<file path="config.mk">
export PLATFORM = sky130hd
export DESIGN_NAME = multiplier_sequencer
export DESIGN_NICKNAME = d
export VERILOG_FILES = /design/src/rtl/multiplier_sequencer_pkg.sv /design/src/rtl/multiplier_sequencer_multiplier2x2.sv /design/src/rtl/multiplier_sequencer.sv
export SDC_FILE = /design/constraint.sdc
export NUM_CORES = 1
export LEC_CHECK = 0
export ABC_AREA = 1
export CAP_MARGIN = 30
export CORE_ASPECT_RATIO = 0.8
export CORE_UTILIZATION = 57
export DETAILED_ROUTE_END_ITERATION = 10
export PLACE_DENSITY = 0.84
export SYNTH_ARGS = -nofsm -noshare
export SYNTH_HDL_FRONTEND = slang
export SYNTH_SLANG_ARGS = --single-unit
</file>
<file path="constraint.sdc">
create_clock -name Clk -period 4.6 [get_ports Clk]
set_input_delay 0.92 -clock Clk [delete_from_list [all_inputs] [get_ports Clk]]
set_output_delay 0.92 -clock Clk [all_outputs]
set_load 0.03 [all_outputs]
</file>
<file path="src/rtl/multiplier_sequencer_pkg.sv">
// Shared definitions for the digit-serial multiplier sequencer: FSM states,
// digit width, and the step-counter sizing helper.
package multiplier_sequencer_pkg;

   localparam int DIGIT_W = 2;

   typedef enum logic [1:0] {
      IDLE = 2'd0,
      RUN  = 2'd1,
      DONE = 2'd2
   } SeqState;

   // A single-step schedule still needs a one-bit counter to exist.
   function automatic int stepCountWidth(input int steps);
      return (steps > 1) ? $clog2(steps) : 1;
   endfunction

endpackage

</file>
<file path="src/rtl/multiplier_sequencer_multiplier2x2.sv">
// Existing 2-bit by 2-bit unsigned partial-product unit, purely combinational.
module multiplier2x2 (
   output logic [3:0] result,
   input  logic [1:0] multiplicand,
   input  logic [1:0] multiplier
);

   assign result = {2'b00, multiplicand} * {2'b00, multiplier};

endmodule

</file>
<file path="src/rtl/multiplier_sequencer.sv">
// Multi-cycle WIDTH x WIDTH unsigned multiplier that walks every digit pair of
// the latched operands through one shared multiplier2x2, one pair per cycle.
module multiplier_sequencer
   import multiplier_sequencer_pkg::*;
#(
   parameter int WIDTH = 8
) (
   input  logic               Clk,
   input  logic               Reset_n,
   input  logic               Start,
   input  logic [WIDTH-1:0]   Multiplicand,
   input  logic [WIDTH-1:0]   Multiplier,
   output logic               Busy,
   output logic               Done,
   output logic [2*WIDTH-1:0] Product
);

   localparam int D     = WIDTH / DIGIT_W;
   localparam int STEPS = D * D;
   localparam int CNT_W = stepCountWidth(STEPS);
   localparam int PW    = 2 * WIDTH;

   SeqState             state;
   SeqState             nextState;
   logic [WIDTH-1:0]    aReg;
   logic [WIDTH-1:0]    bReg;
   logic [PW-1:0]       accReg;
   logic [PW-1:0]       productReg;
   logic [PW-1:0]       ppWide;
   logic [PW-1:0]       accSum;
   logic [CNT_W-1:0]    stepCount;
   logic [DIGIT_W-1:0]  aDigit;
   logic [DIGIT_W-1:0]  bDigit;
   logic [3:0]          pp;
   logic                lastStep;
   logic                busyReg;
   logic                doneReg;
   int                  aIdx;
   int                  bIdx;

   // Step n selects digit (n mod D) of A and digit (n div D) of B, then scales
   // their partial product by the combined digit position.
   always_comb begin
      aIdx     = int'(stepCount) % D;
      bIdx     = int'(stepCount) / D;
      aDigit   = DIGIT_W'(aReg >> (aIdx * DIGIT_W));
      bDigit   = DIGIT_W'(bReg >> (bIdx * DIGIT_W));
      ppWide   = PW'(pp) << ((aIdx + bIdx) * DIGIT_W);
      accSum   = accReg + ppWide;
      lastStep = (stepCount == CNT_W'(STEPS - 1));
   end

   multiplier2x2 ppUnit (
      .result       (pp),
      .multiplicand (aDigit),
      .multiplier   (bDigit)
   );

   // Next-state logic: Start only matters in IDLE; DONE lasts exactly one cycle.
   always_comb begin
      nextState = state;
      case (state)
         IDLE:    if (Start) nextState = RUN;
         RUN:     if (lastStep) nextState = DONE;
         DONE:    nextState = IDLE;
         default: nextState = IDLE;
      endcase
   end

   // State register plus Busy/Done flops, decoded from the next state so the
   // outputs come straight off flops.
   always_ff @(posedge Clk) begin
      if (!Reset_n) begin
         state   <= IDLE;
         busyReg <= 1'b0;
         doneReg <= 1'b0;
      end else begin
         state   <= nextState;
         busyReg <= (nextState != IDLE);
         doneReg <= (nextState == DONE);
      end
   end

   // Operand capture, accumulation and result hold; Product only moves on the
   // final step so it stays stable for the whole next operation.
   always_ff @(posedge Clk) begin
      if (!Reset_n) begin
         aReg       <= '0;
         bReg       <= '0;
         accReg     <= '0;
         stepCount  <= '0;
         productReg <= '0;
      end else begin
         case (state)
            IDLE: begin
               if (Start) begin
                  aReg      <= Multiplicand;
                  bReg      <= Multiplier;
                  accReg    <= '0;
                  stepCount <= '0;
               end
            end
            RUN: begin
               accReg    <= accSum;
               stepCount <= stepCount + 1'b1;
               if (lastStep) productReg <= accSum;
            end
            default: ;
         endcase
      end
   end

   assign Busy    = busyReg;
   assign Done    = doneReg;
   assign Product = productReg;

endmodule

</file>
Word level (Yosys, flattened, before mapping)
Cells that the tools add are included.
{"block": "classes", "shift": 3, "n_eq_ne": 4, "muxes": 7, "reduce_logical": 6, "n_addsub": 3, "multipliers": 1}
{"op": "$pmux 16 s2", "count": 1}
{"op": "$add 16x16->16", "count": 1}
{"op": "$mux 16", "count": 1}
{"op": "$shl 4x4->16", "count": 1}
{"op": "$shr 8x3->2", "count": 2}
{"op": "$pmux 4 s2", "count": 1}
{"op": "$reduce_and 2->1", "count": 3}
{"op": "$add 4x1->4 const B", "count": 1}
{"op": "$eq 4x4->1 const B", "count": 1}
{"op": "$mul 2x2->4", "count": 1}
{"op": "$mux 2", "count": 2}
{"op": "$mux 4", "count": 1}
{"op": "$pmux 2 s2", "count": 1}
{"op": "$reduce_bool 2->1", "count": 2}
{"op": "$add 2x2->3", "count": 1}
{"op": "$eq 2x1->1 const B", "count": 1}
{"op": "$eq 2x2->1 const B", "count": 1}
{"op": "$logic_not 2->1", "count": 1}
{"op": "$ne 2x2->1 const B", "count": 1}
{"block": "word_totals", "out_inout_bits": 18, "input_bits": 19, "wordCells": 32, "register_bits": 56}

Longest topological paths before layout
{"block": "logic_depth", "depth_word": 5, "depth_mapped": 23, "mapped_depth_nobuf": 23}

Cells and area by module
A second synthesis with hierarchy kept.
{"block": "unflattened", "cells_unflattened": 512, "area_unflattened_um2": 3308.2}
{"mod": "multiplier_sequencer", "cells_each": 502, "instances": 1, "seq_area_each_um2": 1121.1, "area_each_um2": 3253.1}
{"mod": "multiplier2x2", "cells_each": 10, "instances": 1, "seq_area_each_um2": 0.0, "area_each_um2": 55.1}

Worst setup path before layout
No wires, ideal clock.
{"block": "synth_path", "path_type": "register to register", "startpoint": "register stepCount[2]", "endpoint": "register productReg[12], in the netlist Product[12]", "n_path_buf": 0, "arrival_ns": 2.730, "setup_time_ns": 0.109, "stages_incl_launch_ff": 21, "required_time_ns": 4.491, "slack_ns": 1.761, "path_cell_list": "dfxtp_1 > ha_1 > inv_1 > fa_1 > inv_1 > nor2_1 > inv_1 > nor2_1 > ha_1 > inv_1 > fa_1 > inv_1 > nand3_1 > nand2_1 > nand3_1 > nand3_1 > nand2_1 > nand2_1 > nand2_1 > nand2_1 > inv_1"}
{"block": "synth_between", "elab_chain_cells": 4, "word_cells_on_any_way": 7}
{"item": "start, declared", "line_no": "multiplier_sequencer.sv:31", "text": "logic [CNT_W-1:0] stepCount;"}
{"item": "start signal, assigned", "line_no": "multiplier_sequencer.sv:105", "text": "stepCount <= stepCount + 1'b1;"}
{"item": "$shr 8x3->2", "line_no": "multiplier_sequencer.sv:47", "text": "bDigit = DIGIT_W'(bReg >> (bIdx * DIGIT_W));"}
{"item": "$mul 2x2->4", "line_no": "multiplier_sequencer_multiplier2x2.sv:8", "text": "assign result = {2'b00, multiplicand} * {2'b00, multiplier};"}
{"item": "$shl 4x4->16", "line_no": "multiplier_sequencer.sv:48", "text": "ppWide = PW'(pp) << ((aIdx + bIdx) * DIGIT_W);"}
{"item": "$add 16x16->16", "line_no": "multiplier_sequencer.sv:49", "text": "accSum = accReg + ppWide;"}
{"item": "end signal, assigned", "line_no": "multiplier_sequencer.sv:106", "text": "if (lastStep) productReg <= accSum;"}
{"item": "end, declared", "line_no": "multiplier_sequencer.sv:28", "text": "logic [PW-1:0] productReg;"}
Parallel ways exist; a longest one is shown, timed or not.
A chain may end at the register's enable or synchronous reset.

Final worst setup path
{"block": "layout_path", "startpoint": "register stepCount[2]", "endpoint": "register productReg[8], in the netlist Product[8]"}
Same word-level chain as after synthesis.

==> impl_metrics.yaml <==
outcome:
  status: "finished clean"
final_layout:
  final_layout_size_suffix_gt1_share_pct: 3.60
  final_nets: 596
  area_growth_pct: 15.5
  n_antenna_cell: 0
  layout.cells.non_filler: 634
  seq_area_um2: 1120
  fill_cells: 456
  multi_input_area_um2: 1870
synthesis:
  cell_with_the_most_instances_after_synthesis: "nand2_1"
  yosys-top-cells-area: "dfxtp_1 34%, nand2_1 19%, nor2_1 9.3%"
  number_of_cells_produced_by_synthesis: 523
  synth_top_area_cell: "dfxtp_1"
  ys_async_sr_fraction_pct: 0
  syn-cell-area_um2: 3330
  yosys_warnings: 0
  number_of_enable_type_register_cells_in_the_synthesized_netlist: 0
  synthesis.area_per_instance_um2: 6.38
  top_area_cell_type_share_of_the_netlist_area_pct: 33.6
  synth.cells.most_frequent: "165 x nand2_1, 83 x nor2_1, 67 x inv_1"
  postSynthNetCount: 564
  synthDistinctLibCells: 31
  yosys_register_bits: 56
  synth_ff_type: "dfxtp_1"
  sequential_cell_area_fraction_in_the_yosys_report_pct: 33.6
cts:
  tritoncts.num_buffers: 5
  clock_tree_root: "clkbuf_8"
  cts_resized: 0
  clk_latency_ps: 310
  holdBufCountCts: 0
  clk_pin_slew_ps: 100
  postCtsSetupRepairBufs: 0
  cts_tree: "built"
  htree_num_levels: 2
  cts.sink_count: 56
  max-clock-path-buffers: 2
setup_path:
  critical_path_arrival_ps: 3610
  worstPathMaxFanout: 8
  worst_setup_ep_type: "register"
  reg2regPathDepth: 17
  path_class: "register to register"
  timing.critical_path.from_type: "register"
  required_ps: 4850
global_route:
  grt_max_degree: 36
  gr-usage-all-layers_pct: 28.5
  grt_pass1_wl_um: 13700
  grt_antenna_before_repair: 0
  grt_pass1_vias: 2962
  grt-ovfl-total: 0
sta:
  hold_viol: 0
  max_freq_mhz: 298
  tightestPinTransition_ps: 630
  timing.max_slew.rel_slack_pct: 57.8
  worst_clock_skew_ps: 6.61
  setup_tns_final_ps: 0
  finalSetupViolations: 0
  post-route-period-util_pct: 73.0
  period_needed_ps: 3360
  final_slew_viol_count: 0
  rsz_0062_raised_after_global_routing: "false"
floorplanning:
  chipHeight_um: 70.4
  core.rowCount: 24
  die_w_um: 87.5
  i_o_pin_total: 37
  core_area_um2: 5560
  floorplan.initialDensity_pct: 60.0
  floorplan.die_area_um2: 6160
place:
  port-buffer-count: 36
  gp_routability_congestion: 0.941
  hpwl_dp_um: 6100
  dp_cells: 626
routing:
  routed-via-count: 3312
  drt_first_iter_violations: 311
  detail_route.wl_per_cell_um: 12.8
  met1_length_um: 3940
  avgViaCountPerCell: 5.22
  highest_layer: "met4"
  wirelength_um: 8120
  drt-pass1-iter-count: 5
  drt_drc_violations_left: 0
  detailroute.wirelength.met2_um: 3500
  final_antenna_net_count: 0
  routed-wl-met3_um: 590
power:
  ir_drop_v: 0.000171
  power_density_nw_per_um2: 245
  power.static_leakage_nw: 1.84
hold_path:
  holdPathStages: 2
  worstHoldPathType: "register to register"
flow_run:
  maxCapViolCount: 0
[power by group]
group,internal (mW),switching [mW],total (mW),leakage (nW)
Combinational,0.0388,0.0618,0.101,1.33
Clock,0.165,0.167,0.332,0.0558
Sequential,0.500,0.00975,0.510,0.456
[logic make-up after synthesis]
kind of cell	after synthesis	synth area share (%)
compound gates	69	11.4
flops	56	33.6
simple gates	283	34.0
buf+inv	86	10.4
fa+ha+maj	22	8.71
xor+xnor	7	1.84
[cells in the final DEF (no fill, tap or decap)]
master           count
a211oi_1             1
inv_1               67
dfxtp_1             56
a21o_1               2
clkdlybuf4s50_1     36
a31oi_1              2
xnor2_1              3
nand2_1            165
clkbuf_1             1
nor2_8               1
a21oi_1             35
xor2_1               4
ha_1                20
a221oi_1             1
clkbuf_8             5
o21ai_0             22
bufinv_16            1
a32o_1               2
fa_1                 2
buf_4                3
inv_2                3
nor3_2               1
nor3_1               3
nand3_1             24
o22ai_1              2
nand4_1              2
o21a_1               1
a211oi_2             1
or2_2                2
inv_6                1
nor2_2               2
nor2_1              83
clkinv_1             2
[stage by stage]
| step | cell area, um^2 | setup slack, ps | hold WS [ps] | power [mW] | util, % |
|---|---|---|---|---|---|
| after detailed placement | 3740 | 1300 | 461 | 0.619 | 67.3 |
| after global placement | 3740 | 1370 | 453 | 0.617 | 67.3 |
| after global routing | 3850 | 974 | 495 | 0.980 | 69.3 |
| final | 3850 | 1240 | 478 | 0.942 | 69.3 |
| after CTS | 3850 | 1270 | 479 | 0.944 | 69.3 |
| after floorplan | 3330 | 1760 | 444 | 0.582 | - |
[layout make-up]
| type | instances | share of cell area (%) |
|---|---|---|
| Timing Repair Buffer | 39 | 9.94 |
| Tap cell | 78 | 2.53 |
| Multi-Input combinational cell | 381 | 48.5 |
| Inverter | 72 | 7.02 |
| Sequential cell | 56 | 29.1 |
| Clock inverter | 2 | 1.01 |
| Clock buffer | 6 | 1.88 |
[final timing paths]
path	slack [ps]	to	startpoint
max	1240	Product[8]	stepCount[2]
min	480	accReg[4]	accReg[4]
max reg2reg	1240	Product[8]	stepCount[2]
min reg2reg	480	accReg[4]	accReg[4]
[state kept, by name, summed over array words and instances, names as in the netlist]
register,count
aReg,8
Product,16
Done,1
Busy,1
bReg,8
state,2
stepCount,4
accReg,16
[per-layer routing]
metal,vias up,GRT usage [%]
met4,0,7.65
met3,10,5.20
met5,-,0
met1,1498,42.0
li1,1695,-
met2,109,42.4
[critical path, cell delays in order, from the launching register on]
cell	delay, ps
dfxtp_1	510
ha_1	200
inv_1	50
fa_1	590
inv_1	160
nor2_1	120
inv_1	60
nor2_1	140
ha_1	200
inv_1	60
fa_1	400
inv_1	90
nand3_1	60
nand2_1	140
a21oi_1	100
xnor2_1	210
nand2_1	100
a21oi_1	120
Power figures use the tool's default switching activity.
